$ cat config.mk
export PLATFORM = sky130hd
export DESIGN_NAME = inv_mixcolumn_seq_flat
export DESIGN_NICKNAME = d
export VERILOG_FILES = /design/src/rtl/aes_mc_pkg.sv /design/src/rtl/inv_mixcolumn_seq_if.sv /design/src/rtl/inv_mix_column_32bit.sv /design/src/rtl/inv_mixcolumn_seq.sv /design/src/flat_wrapper.sv
export SDC_FILE = /design/constraint.sdc
export NUM_CORES = 1
export LEC_CHECK = 0
export BUFFER_PORTS_ARGS = -buffer_cell sky130_fd_sc_hd__buf_2
export CAP_MARGIN = 20
export CORE_MARGIN = 3
export CORE_UTILIZATION = 54
export CTS_BUF_LIST = sky130_fd_sc_hd__clkbuf_8
export CTS_CLUSTER_SIZE = 12
export DETAILED_ROUTE_END_ITERATION = 10
export MAX_ROUTING_LAYER = met4
export PLACE_DENSITY_LB_ADDON = 0.2
export SLEW_MARGIN = 20
export SYNTH_ARGS = -nofsm -noshare
export SYNTH_HDL_FRONTEND = slang
export SYNTH_HIERARCHICAL = 1
export SYNTH_SLANG_ARGS = --single-unit
$ cat constraint.sdc
create_clock -name clk -period 3.8 [get_ports clk]
set_input_delay 0.95 -clock clk [delete_from_list [all_inputs] [get_ports clk]]
set_output_delay 0.95 -clock clk [all_outputs]
set_load 0.02 [all_outputs]
$ cat src/rtl/aes_mc_pkg.sv
// Shared GF(2^8) helpers, MixColumns coefficient sets and FSM states for the
// column-mixing engines.
package aes_mc_pkg;

  localparam logic [8:0] AES_POLY = 9'h11B;

  // Entry j is the row-0 coefficient applied to byte j (a = 0 .. d = 3).
  localparam logic [3:0][7:0] INV_COEF = {8'h09, 8'h0D, 8'h0B, 8'h0E};
  localparam logic [3:0][7:0] FWD_COEF = {8'h01, 8'h01, 8'h03, 8'h02};

  typedef enum logic [1:0] {
    IDLE = 2'd0,
    BUSY = 2'd1,
    DONE = 2'd2
  } mc_state_t;

  function automatic logic [7:0] xtime(input logic [7:0] x);
    return {x[6:0], 1'b0} ^ (x[7] ? AES_POLY[7:0] : 8'h00);
  endfunction

  // Shift-and-add over an xtime chain; k is small so most terms vanish.
  function automatic logic [7:0] gf_mul_const(input logic [7:0] x, input logic [7:0] k);
    logic [7:0] acc;
    logic [7:0] p;
    acc = 8'h00;
    p   = x;
    for (int i = 0; i < 8; i++) begin
      if (k[i]) acc = acc ^ p;
      p = xtime(p);
    end
    return acc;
  endfunction

endpackage

$ cat src/rtl/inv_mixcolumn_seq_if.sv
// Input/output handshake bundle for inv_mixcolumn_seq; the fwd direction
// select exists only when INV_MC_FWD_MODE_EN is defined.
interface inv_mixcolumn_seq_if;
  logic         in_valid;
  logic         in_ready;
  logic [127:0] state_in;
  logic         out_valid;
  logic         out_ready;
  logic [127:0] state_out;
`ifdef INV_MC_FWD_MODE_EN
  logic         fwd;
`endif

  modport slave (
    input  in_valid, state_in, out_ready,
`ifdef INV_MC_FWD_MODE_EN
    input  fwd,
`endif
    output in_ready, out_valid, state_out
  );

  modport master (
    output in_valid, state_in, out_ready,
`ifdef INV_MC_FWD_MODE_EN
    output fwd,
`endif
    input  in_ready, out_valid, state_out
  );
endinterface

$ cat src/rtl/inv_mix_column_32bit.sv
// Combinational single-column InvMixColumns (forward MixColumns when fwd=1
// and INV_MC_FWD_MODE_EN is defined). Byte a = col[31:24] .. d = col[7:0].
module inv_mix_column_32bit
  import aes_mc_pkg::*;
(
  input  logic [31:0] col,
`ifdef INV_MC_FWD_MODE_EN
  input  logic        fwd,
`endif
  output logic [31:0] res
);

  logic            fwd_sel;
  logic [3:0][7:0] coef;

`ifdef INV_MC_FWD_MODE_EN
  assign fwd_sel = fwd;
`else
  assign fwd_sel = 1'b0;
`endif

  assign coef = fwd_sel ? FWD_COEF : INV_COEF;

  // Row r uses the row-0 coefficients rotated right by r (circulant matrix).
  always_comb begin
    logic [7:0] acc;
    res = '0;
    for (int r = 0; r < 4; r++) begin
      acc = 8'h00;
      for (int j = 0; j < 4; j++) begin
        acc = acc ^ gf_mul_const(col[31-8*j -: 8], coef[2'(j - r)]);
      end
      res[31-8*r -: 8] = acc;
    end
  end

endmodule

$ cat src/rtl/inv_mixcolumn_seq.sv
// Sequential InvMixColumns: COLS_PER_CYCLE columns per clock, latency 4/COLS_PER_CYCLE.
// No new input while busy or holding an unconsumed result; INV_MC_FWD_MODE_EN adds fwd.
module inv_mixcolumn_seq
  import aes_mc_pkg::*;
#(
  parameter int COLS_PER_CYCLE = 1
)
(
  input  logic               clk,
  input  logic               rst_n,
  inv_mixcolumn_seq_if.slave mc
);

  if (!(COLS_PER_CYCLE == 1 || COLS_PER_CYCLE == 2 || COLS_PER_CYCLE == 4)) begin : g_bad_cpc
    $error("inv_mixcolumn_seq: COLS_PER_CYCLE must be 1, 2 or 4");
  end

  localparam logic [1:0] CNT_STEP = 2'(COLS_PER_CYCLE);
  localparam logic [1:0] CNT_LAST = 2'(4 - COLS_PER_CYCLE);

  mc_state_t    state_q;
  mc_state_t    state_d;
  logic [1:0]   col_cnt;
  logic [127:0] st_q;
  logic [1:0]   col_idx [COLS_PER_CYCLE];
  logic [31:0]  col_in  [COLS_PER_CYCLE];
  logic [31:0]  col_out [COLS_PER_CYCLE];
`ifdef INV_MC_FWD_MODE_EN
  logic         fwd_q;
`endif

  assign mc.state_out = st_q;

  // Column c lives at st_q[(3-c)*32 +: 32]; ~c is 3-c for a 2-bit index.
  for (genvar g = 0; g < COLS_PER_CYCLE; g++) begin : g_col
    assign col_idx[g] = col_cnt + 2'(g);
    assign col_in[g]  = st_q[{~col_idx[g], 5'b00000} +: 32];

    inv_mix_column_32bit u_col (
      .col (col_in[g]),
`ifdef INV_MC_FWD_MODE_EN
      .fwd (fwd_q),
`endif
      .res (col_out[g])
    );
  end

  always_ff @(posedge clk) begin
    if (!rst_n) state_q <= IDLE;
    else        state_q <= state_d;
  end

  always_comb begin
    state_d      = state_q;
    mc.in_ready  = 1'b0;
    mc.out_valid = 1'b0;
    unique case (state_q)
      IDLE: begin
        mc.in_ready = 1'b1;
        if (mc.in_valid) state_d = BUSY;
      end
      BUSY: begin
        if (col_cnt == CNT_LAST) state_d = DONE;
      end
      DONE: begin
        mc.out_valid = 1'b1;
        if (mc.out_ready) state_d = IDLE;
      end
      default: state_d = IDLE;
    endcase
  end

  always_ff @(posedge clk) begin
    if (!rst_n) begin
      col_cnt <= 2'd0;
      st_q    <= '0;
`ifdef INV_MC_FWD_MODE_EN
      fwd_q   <= 1'b0;
`endif
    end else if (state_q == IDLE && mc.in_valid) begin
      col_cnt <= 2'd0;
      st_q    <= mc.state_in;
`ifdef INV_MC_FWD_MODE_EN
      fwd_q   <= mc.fwd;
`endif
    end else if (state_q == BUSY) begin
      for (int g = 0; g < COLS_PER_CYCLE; g++) begin
        st_q[{~col_idx[g], 5'b00000} +: 32] <= col_out[g];
      end
      col_cnt <= col_cnt + CNT_STEP;
    end
  end

endmodule

$ cat src/flat_wrapper.sv
// flat-port wrapper written by rule: the top's interface ports become plain ports
module inv_mixcolumn_seq_flat import aes_mc_pkg::*;
#(
  parameter int COLS_PER_CYCLE = 1
)
  (clk, rst_n, mc_in_valid, mc_state_in, mc_out_ready, mc_in_ready, mc_out_valid, mc_state_out);
  inv_mixcolumn_seq_if mc_i ();
  input  logic clk;
  input  logic rst_n;
  input wire logic [$bits(mc_i.in_valid)-1:0] mc_in_valid;
  input wire logic [$bits(mc_i.state_in)-1:0] mc_state_in;
  input wire logic [$bits(mc_i.out_ready)-1:0] mc_out_ready;
  output wire logic [$bits(mc_i.in_ready)-1:0] mc_in_ready;
  output wire logic [$bits(mc_i.out_valid)-1:0] mc_out_valid;
  output wire logic [$bits(mc_i.state_out)-1:0] mc_state_out;
  assign mc_i.in_valid = mc_in_valid;
  assign mc_i.state_in = mc_state_in;
  assign mc_i.out_ready = mc_out_ready;
  assign mc_in_ready = mc_i.in_ready;
  assign mc_out_valid = mc_i.out_valid;
  assign mc_state_out = mc_i.state_out;
  inv_mixcolumn_seq #(.COLS_PER_CYCLE(COLS_PER_CYCLE)) u_core (.clk(clk), .rst_n(rst_n), .mc(mc_i));
endmodule
---- Word level (Yosys, flattened, before mapping) ----
Index checks and enable logic that the tools add are counted.
cells by class
  $add $sub $neg .......................... 2
  eq/ne operators ......................... 6
  shifts and indexed selects .............. 3
  mux-type cells .......................... 21
  bitwise gates (word level) .............. 34
  reduce and logical (&&, ||, !) cells .... 5
operator list
  kind                                                                       number
  128-bit two-way mux                                                        2
  8-bit XOR                                                                  21
  128-bit bitwise mux                                                        1
  32-bit by 9-bit variable shift with 128-bit output (first input constant)  1
  128-bit by 8-bit indexed part select with 32-bit output                    1
  32-bit by 9-bit indexed part select with 128-bit output                    1
  8-bit by 5-bit XOR with 8-bit output                                       11
  5-bit two-way mux                                                          12
  7-bit negator with 9-bit output                                            1
  2-bit two-way mux                                                          3
  2-bit one-hot mux with 3 select lines                                      1
  2-bit equality test (second input constant)                                2
  2-bit inequality test (second input constant)                              2
  3-bit AND reduction                                                        1
  2-bit by 1-bit adder with 2-bit output (second input constant)             1
  2-bit by 1-bit equality test with 1-bit output (second input constant)     1
  2-bit logical NOT                                                          1
  1-bit two-way mux                                                          2
  2-bit by 1-bit inequality test with 1-bit output (second input constant)   1
  2-bit inverter                                                             1
  2-bit nonzero test                                                         1
  2-bit OR reduction                                                         1
  1-bit logical AND                                                          1
  1-bit inverter                                                             1
word-level totals
  bits in registers ....................... 132
  bits of input ports ..................... 132
  output and inout port bits .............. 130
  logic and storage cells ................. 74

---- Logic depth before layout (Yosys ltp) ----
Gate-level depths: netlist (run 1).
  word-level depth ........................ 14
  depth in mapped cells ................... 9
  depth with buffers taken out ............ 6

---- Hierarchy ----
Netlist (run 1), hierarchy kept.
by module, submodules not included
  module                times used  cells each  area each (µm²)  sequential area each (µm²)
  inv_mixcolumn_seq     1           970         8,550.7          2,642.5
  inv_mix_column_32bit  1           131         1,422.6          0.0

---- Worst setup path before layout (run 1) ----
Ideal clock, no wire load.
  path kind ............................... reg2reg
  start ................................... reg u_core.col_cnt[1]
  end ..................................... reg u_core.st_q[4] (netlist: u_core/mc.state_out[4])
  setup time .............................. 0.119 ns
  arrival ................................. 2.915 ns
  data required time ...................... 3.681 ns
  slack ................................... 0.766 ns
  stages on the path, launching flop included .. 10
  buffers on the path ..................... 3
  clock period less this slack ............ 3.034 ns
  cell sequence ........................... dfxtp_1 > buf_2 > buf_2 > mux4_2 > buf_4 > xnor2_2 > xnor3_1 > xnor3_1 > and3_1 > o221a_1
RTL lines
  item                           line                     RTL
  start, declared                inv_mixcolumn_seq.sv:23  logic [1:0] col_cnt;
  start signal, assigned         inv_mixcolumn_seq.sv:90  col_cnt <= col_cnt + CNT_STEP;
  end signal, assigned           inv_mixcolumn_seq.sv:82  st_q <= mc.state_in;
  end signal, assigned by index  inv_mixcolumn_seq.sv:88  st_q[{~col_idx[g], 5'b00000} +: 32] <= col_out[g];
  end, declared                  inv_mixcolumn_seq.sv:24  logic [127:0] st_q;

==> metrics, run 1 <==
Crit. End Element flip-flop; aggregate global-route resource usage 34.04%; Routed wire per std cell 22.77 microns; CTS resizes 0; cts bufs inserted 17; Core Region 18020 sq um; Critical Path RT 4.14 ns; async set-reset flop share out of synthesis 0%; Rows 49; most common cell after layout, fill and taps aside buf_2; Global Route met3 Usage 5.763%; syn_nets 1238; Seq pwr share 25.3%; grt total ovfl 0; final WL 34.43 mm; Fmax achieved 0.3270 GHz; initial core utilization 55.33%; hold path start u_core/mc.state_out[58]; Die Y-Extent 141.9 microns; final hold viol count 0; htree depth 4; PwrDens 583.4 nW/um^2; Synth Area per Inst 9.058 sq um; synthesized flop and latch total 132; Synth Flop Type dfxtp_1; Worst slew margin 33.46%; DRC viols 0; Gate power share 55.5%; antenna-violating nets left 0; die width 141.9 microns; clock skew 0.01142 ns; hold crit path type reg2reg; crit path DAT 3.40 ns; ant diodes 0; Worst Setup Start Kind flip-flop; fillers 1531; VDD IR max 0.3660 mV; Slew Limit Fails 0; Max Cap Viol 0; nets@finish 1407; area taken by flip-flops and latches 2653 sq um; first-pass GRT wire length 53.21 mm; Finished Cell Area 11680 sq um; multi-input logic area 6718 sq um; initial antenna violation count 0; clock sink count 132; Cells after Synth 1101; Clock Latency Late Sink 0.46 ns; outcome finished clean; RSZ-0062 raised after global routing no; setup violators final 0; Port Buffers 261; GRT met2 Usage 51.37%; Max Root-Sink Buffers 2; DP Wirelength 23.70 mm; Psw 2.956 mW; Die ar. 20140 sq um; ratio of cells with drive above 1 in the final layout 28.68%; Net Sw Frac 43.37%; Avg Vias per Cell 6.636; Post-CTS Hold Buffers 0; GP Congestion 0.9397; DR vias 10030; register area share after synthesis 26.50%; final worst slack 0.7422 ns; Crit Path Class reg2reg; initial drt markers 1111; GR Util met1 47.12%; Clock Pin Slew Worst Setup and Hold Paths 0.08 ns; Crit. Startpoint u_core/col_cnt[1]; pre-CTS WS 0.8251 ns; commonest non-fill, non-tap cells in the layout buf_2, dfxtp_1, o21ai_0, xnor2_1, nand2b_1; yosys synthesis warning count 6; clock share of power 19.1%; Final Critical Period 3.058 ns; Internal Power 3.860 mW; P_leak 4.887 nW; Synth cell types 40; CTS root buf clkbuf_8; FF-to-FF setup slack 0.74 ns; CTS tree done; vias in the first global route 9256; Post-CTS Setup Inserts 0; largest net degree at the start of global routing 194; Final period util 80.47%; area post-placement 11260 sq um; Detailed Routing Iterations Pass 1 6; worst-margin pin slew 0.9981 ns; Post-Syn Area 9973 sq um; Area growth syn-to-layout 17.14%; Worst R2R Start u_core/col_cnt[1]; GR peak layer met2; Crit Path Max Fanout 26; io pins 262; setup TNS 0 ns; EDFF count, synth 0
## layout make-up
cell class                 instances  share of cell area (%)
tap                              229                   2.453
sequential                       132                   22.71
inverter                           5                  0.1607
timing repair buffer             289                   13.54
clock buffer                      17                   2.003
clock inverter                    15                   1.639
multi-input combinational        825                   57.50
## critical path: stages (launching register included)
cell and delay, ns:
dfxtp_2 0.35, buf_12 0.24, mux4_2 0.65, xnor2_1 0.53, xnor2_1 0.27, xor3_1 0.49, and3_1 0.19, o221a_1 0.22
## through the flow
step | util [%] | hold WS, ns | std cells | power [mW]
final | 64.81 | 0.5273 | 1512 | 6.816
after global routing | 64.81 | 0.5505 | 1512 | 7.095
after CTS | 64.81 | 0.5282 | 1512 | 6.732
after detailed placement | 62.45 | 0.5170 | 1480 | 5.423
after global placement | 62.45 | 0.5055 | 1480 | 5.416
after floorplan | - | 0.5853 | 1101 | 4.392
## logic make-up after synthesis
family | Yosys count | share of synthesized area [%]
and+or+nand+nor | 341 | 22.51
AOI/OAI and AO/OA | 326 | 22.88
buffers and inverters | 144 | 6.499
DFF | 132 | 26.50
xor gates and xnor gates | 121 | 13.76
muxes | 32 | 7.226
adders and majority gates | 5 | 0.6273
## per-layer routing
| metal | part of all wire, % | vias up |
|---|---|---|
| li1 | - | 4476 |
| met1 | 41 | 4768 |
| met3 | 11 | 77 |
| met4 | 2.0 | 0 |
| met5 | 0 | - |
| met2 | 46 | 712 |
## Yosys cell counts (all sizes together) (4+ instances only)
cell type	number	share of area, %
a21o	64	4.8
a31oi	64	4.0
and3	64	4.0
buf	46	2.8
clkbuf	93	3.5
dfxtp	132	26
ha	5	0.63
inv	5	0.19
mux4	32	7.2
nand2	4	0.15
nand2b	65	4.1
nand3	32	1.6
nand3b	64	4.8
nand4	32	2.0
nor2	5	0.19
nor3b	65	4.9
o21ai	128	6.4
o221a	64	7.2
xnor2	76	6.9
xnor3	17	3.9
xor2	25	2.3
## power groups by stage
stage,clock [mW],combinational [mW],sequential [mW]
after floorplan,0,2.51,1.88
after global placement,0,3.67,1.75
after detailed placement,0,3.67,1.75
after CTS,1.31,3.71,1.72
after global routing,1.36,3.99,1.74
final,1.30,3.79,1.73
## registers in the layout (all words and copies together) (netlist names)
| name | cells |
|---|---|
| u_core/state_q | 2 |
| u_core/col_cnt | 2 |
| u_core/mc.state_out | 128 |
## worst paths after layout
| path | to | cells past startpoint |
|---|---|---|
| worst min-delay path | u_core/mc.state_out[58] | 2 |
| worst max-delay path | u_core/mc.state_out[27] | 7 |
| worst max register to register | u_core/mc.state_out[27] | 7 |
| worst min register to register | u_core/mc.state_out[58] | 2 |
Note: power is estimated with default switching activity, not from simulation.
==> run 2: changes to the inputs <==
Settings changed: ABC_AREA set to 1.
Clock period 3.8 ns to 3.1 ns, I/O delays scaled along.
==> run 2 against run 1 <==
  * Via count up 31%
  * Critical path depth grew 9
  * Sequential power grew 18%
  * Maximum frequency increased by 4.2%
  * Wire length rose by 21%
  * Clock power is 13% higher
  * Worst hold slack improved by 0.034 ns
  * Global-route usage grew 5.9 points
  * Flip-flop and latch count unchanged
  * Synthesized area is 2.7% higher
  * Clock-buffer cell count is the same
  * Critical path type unchanged
  * Largest power group unchanged
  * Highest routed layer unchanged
==> metrics, run 2 <==
first-pass GRT wire length 62.50 mm (was 53.21 mm); grt total ovfl 0 (unchanged); PwrDens 682.2 nW/um^2 (was 583.4 nW/um^2); CP max stage delay 0.34 ns (was 0.65 ns); Yosys top cell area share 25.81% (was 26.50%); final worst slack 0.1655 ns (was 0.7422 ns); P_leak 6.582 nW (was 4.887 nW); EDFF count, synth 0 (unchanged); terminus of the critical flop-to-flop path u_core/mc.state_out[118] (was u_core/mc.state_out[27]); Worst slew margin 46.43% (was 33.46%); ratio of cells with drive above 1 in the final layout 18.95% (was 28.68%); Avg Vias per Cell 5.649 (was 6.636); DR vias 13190 (was 10030); Synth Flop Type dfxtp_1 (unchanged); GR Util met1 46.30% (was 47.12%); nets@finish 2230 (was 1407); ant diodes 0 (unchanged); area taken by flip-flops and latches 2644 sq um (was 2653 sq um); die width 143.7 microns (was 141.9 microns); Routed wire per std cell 17.85 microns (was 22.77 microns); GR peak layer met2 (unchanged); aggregate global-route resource usage 39.89% (was 34.04%); worst-margin pin slew 0.8027 ns (was 0.9981 ns); Fmax achieved 0.3408 GHz (was 0.3270 GHz); Post-Syn Area 10240 sq um (was 9973 sq um); Slew Limit Fails 0 (unchanged); Detailed Routing Iterations Pass 1 6 (unchanged); Die ar. 20650 sq um (was 20140 sq um); initial core utilization 56.04% (was 55.33%); pre-CTS WS 0.05229 ns (was 0.8251 ns); clock sink count 132 (unchanged); Clock Pin Slew Worst Setup and Hold Paths 0.09 ns (was 0.08 ns); Die Y-Extent 143.7 microns (was 141.9 microns); Critical-path top delay cell dfxtp_1 (was mux4_2); Worst R2R Start u_core/col_cnt[1] (unchanged); syn_nets 1998 (was 1238); Cells after Synth 1861 (was 1101); FF-to-FF setup slack 0.17 ns (was 0.74 ns); largest cells by area after synthesis dfxtp_1, nand2_1, nor2_1 (was dfxtp_1, mux4_2, o221a_1); final hold viol count 0 (unchanged); RSZ-0062 raised after global routing yes (was no); synthesized flop and latch total 132 (unchanged); initial antenna violation count 0 (unchanged); largest net degree at the start of global routing 76 (was 194); commonest non-fill, non-tap cells in the layout nand2_1, nor2_1, buf_2, nand3_1, dfxtp_1 (was buf_2, dfxtp_1, o21ai_0, xnor2_1, nand2b_1); DRC viols 0 (unchanged); Final Critical Period 2.934 ns (was 3.058 ns); Port Buffers 261 (unchanged); clock skew 0.01726 ns (was 0.01142 ns); Rows 49 (unchanged); Critical Path RT 3.50 ns (was 4.14 ns); CTS tree done (unchanged); Area growth syn-to-layout 20.64% (was 17.14%); Final period util 94.66% (was 80.47%); Crit. End Element flip-flop (unchanged); Global Route met3 Usage 6.722% (was 5.763%); yosys synthesis warning count 6 (unchanged); initial drt markers 1490 (was 1111); Clock Latency Late Sink 0.46 ns (about the same); most common cell in the synthesized netlist nand2_1 (was dfxtp_1); Worst Setup Start Kind flip-flop (unchanged); Max Root-Sink Buffers 2 (unchanged); setup violators final 0 (unchanged); CP cell instances inv_1 > buf_12 > o21ai_0 > o22ai_1 > buf_4 > inv_2 > nand2_1 > nand2_1 > xnor2_2 > xor2_1 > nand2_1 > nor2_1 > nand2_1 > nor2_1 > nor2_1 > nor2_1 (was buf_12 > mux4_2 > xnor2_1 > xnor2_1 > xor3_1 > and3_1 > o221a_1); Reg2Reg Depth 16 (was 7); final WL 41.68 mm (was 34.43 mm); antenna-violating nets left 0 (unchanged); GP Congestion 1.041 (was 0.9397); crit path DAT 3.33 ns (was 3.40 ns); hold_ws 0.5608 ns (was 0.5273 ns); CTS root buf clkbuf_8 (unchanged); async set-reset flop share out of synthesis 0% (unchanged); leading cell types by count after synthesis nand2_1, nor2_1, nand3_1 (was dfxtp_1, o21ai_0, clkbuf_1); most common cell after layout, fill and taps aside nand2_1 (was buf_2); register area share after synthesis 25.81% (was 26.50%); Crit Path Max Fanout 31 (was 26); end point of the worst hold path u_core/mc.state_out[82] (was u_core/mc.state_out[58]); hold path start u_core/mc.state_out[82] (was u_core/mc.state_out[58]); io pins 262 (unchanged); VDD IR max 0.4327 mV (was 0.3660 mV); hold path cells 2 (unchanged); Max Cap Viol 0 (unchanged); DP Wirelength 31.46 mm (was 23.70 mm); cts bufs inserted 17 (unchanged); outcome finished clean (unchanged); Synth area leader dfxtp_1 (unchanged); multi-input logic area 6735 sq um (was 6718 sq um); Crit Path Class reg2reg (unchanged); Post-CTS Hold Buffers 0 (unchanged); vias in the first global route 11790 (was 9256); GRT met2 Usage 64.24% (was 51.37%); fillers 1761 (was 1531); Synth Area per Inst 5.502 sq um (was 9.058 sq um); hold crit path type reg2reg (unchanged); htree depth 4 (unchanged); Core Region 18270 sq um (was 18020 sq um); Post-CTS Setup Inserts 0 (unchanged); Synth cell types 28 (was 40); Largest register FFs 128 (unchanged)
## run 2: changes by cell type in the layout (fill, tap and decap cells not counted), moves of 38 or more
cell / previous run / this run
nand2_1: 4 / 597
xnor2_1: 73 / 23
a31oi_1: 64 / 0
nor3b_1: 64 / 0
nor2_1: 4 / 450
a21o_1: 64 / 0
nand2b_1: 65 / 0
and3_1: 64 / 0
nand3_1: 32 / 215
buf_4: 24 / 62
nand3b_1: 64 / 2
inv_1: 6 / 79
o221a_1: 62 / 0
## run 2: what timing repair did
action	in CTS	in global routing
setup endpoints to repair	0	28
hold endpoints to repair	0	0
resized for setup	0	7
## run 2: area by class of cell
cell class / instances / area share [%]
inverter: 87 / 2.705
clock inverter: 15 / 1.165
clock buffer: 17 / 1.894
timing repair buffer: 334 / 15.98
sequential: 132 / 21.40
multi-input combinational: 1521 / 54.53
tap: 229 / 2.320
## run 2: routing by layer
layer / part of all wire [%] / wire, microns
met5: 0 / 0
met4: 7.1 / 2979
met3: 9.4 / 3937
met2: 46 / 19170
met1: 37 / 15580
## run 2: worst max path at each step
stage / from / to / slack (ns) / cells past startpoint
6_report: u_core/col_cnt[1] / u_core/mc.state_out[118] / 0.17 / 16
5_1_grt: u_core/col_cnt[0] / u_core/mc.state_out[48] / -0.01 / 15
4_1_cts: u_core/col_cnt[1] / u_core/mc.state_out[118] / 0.03 / 15
3_5_place_dp: u_core/col_cnt[1] / u_core/mc.state_out[118] / 0.05 / 15
3_3_place_gp: u_core/col_cnt[1] / u_core/mc.state_out[118] / 0.03 / 15
2_1_floorplan: u_core/col_cnt[0] / u_core/mc.state_out[117] / 0.37 / 18
## run 2: power breakdown
| group | leakage, nW | internal, mW | switching, mW |
|---|---|---|---|
| sequential | 1.09 | 1.85 | 0.193 |
| combinational | 5.31 | 1.61 | 3.29 |
| clock | 0.180 | 0.653 | 0.821 |
## run 2: through the flow
stage / power (mW) / TNS (ns) / util [%] / instances / area [sq um]
finish: 8.427 / 0 / 67.61 / 2335 / 12350
detailed placement: 6.816 / 0 / 65.35 / 2303 / 11940
global placement: 6.792 / 0 / 65.35 / 2303 / 11940
CTS: 8.288 / 0 / 67.42 / 2335 / 12320
floorplan: 5.064 / 0 / - / 1861 / 10240
global route: 8.906 / -0.01513 / 67.61 / 2335 / 12350
## run 2: cell families (layout without fill, tap and decap cells)
kind of cell | after synthesis | count (layout) | share of synthesized area, %
XOR/XNOR | 69 | 69 | 6.196
AND/OR/NAND/NOR | 1281 | 1281 | 50.02
buffers and inverters | 208 | 453 | 8.799
flip-flops | 132 | 132 | 25.81
AO/OA/AOI/OAI | 166 | 166 | 8.567
adder cells (fa/ha/maj) | 5 | 5 | 0.6110
## run 2: worst max-delay path, delay by kind of cell, from the launching register on
kind,cells,cell delay [ns]
buffers and inverters,4,0.72
AND/OR/NAND/NOR,8,0.94
flip-flops,1,0.34
XOR/XNOR,2,0.62
AO/OA/AOI/OAI,2,0.26
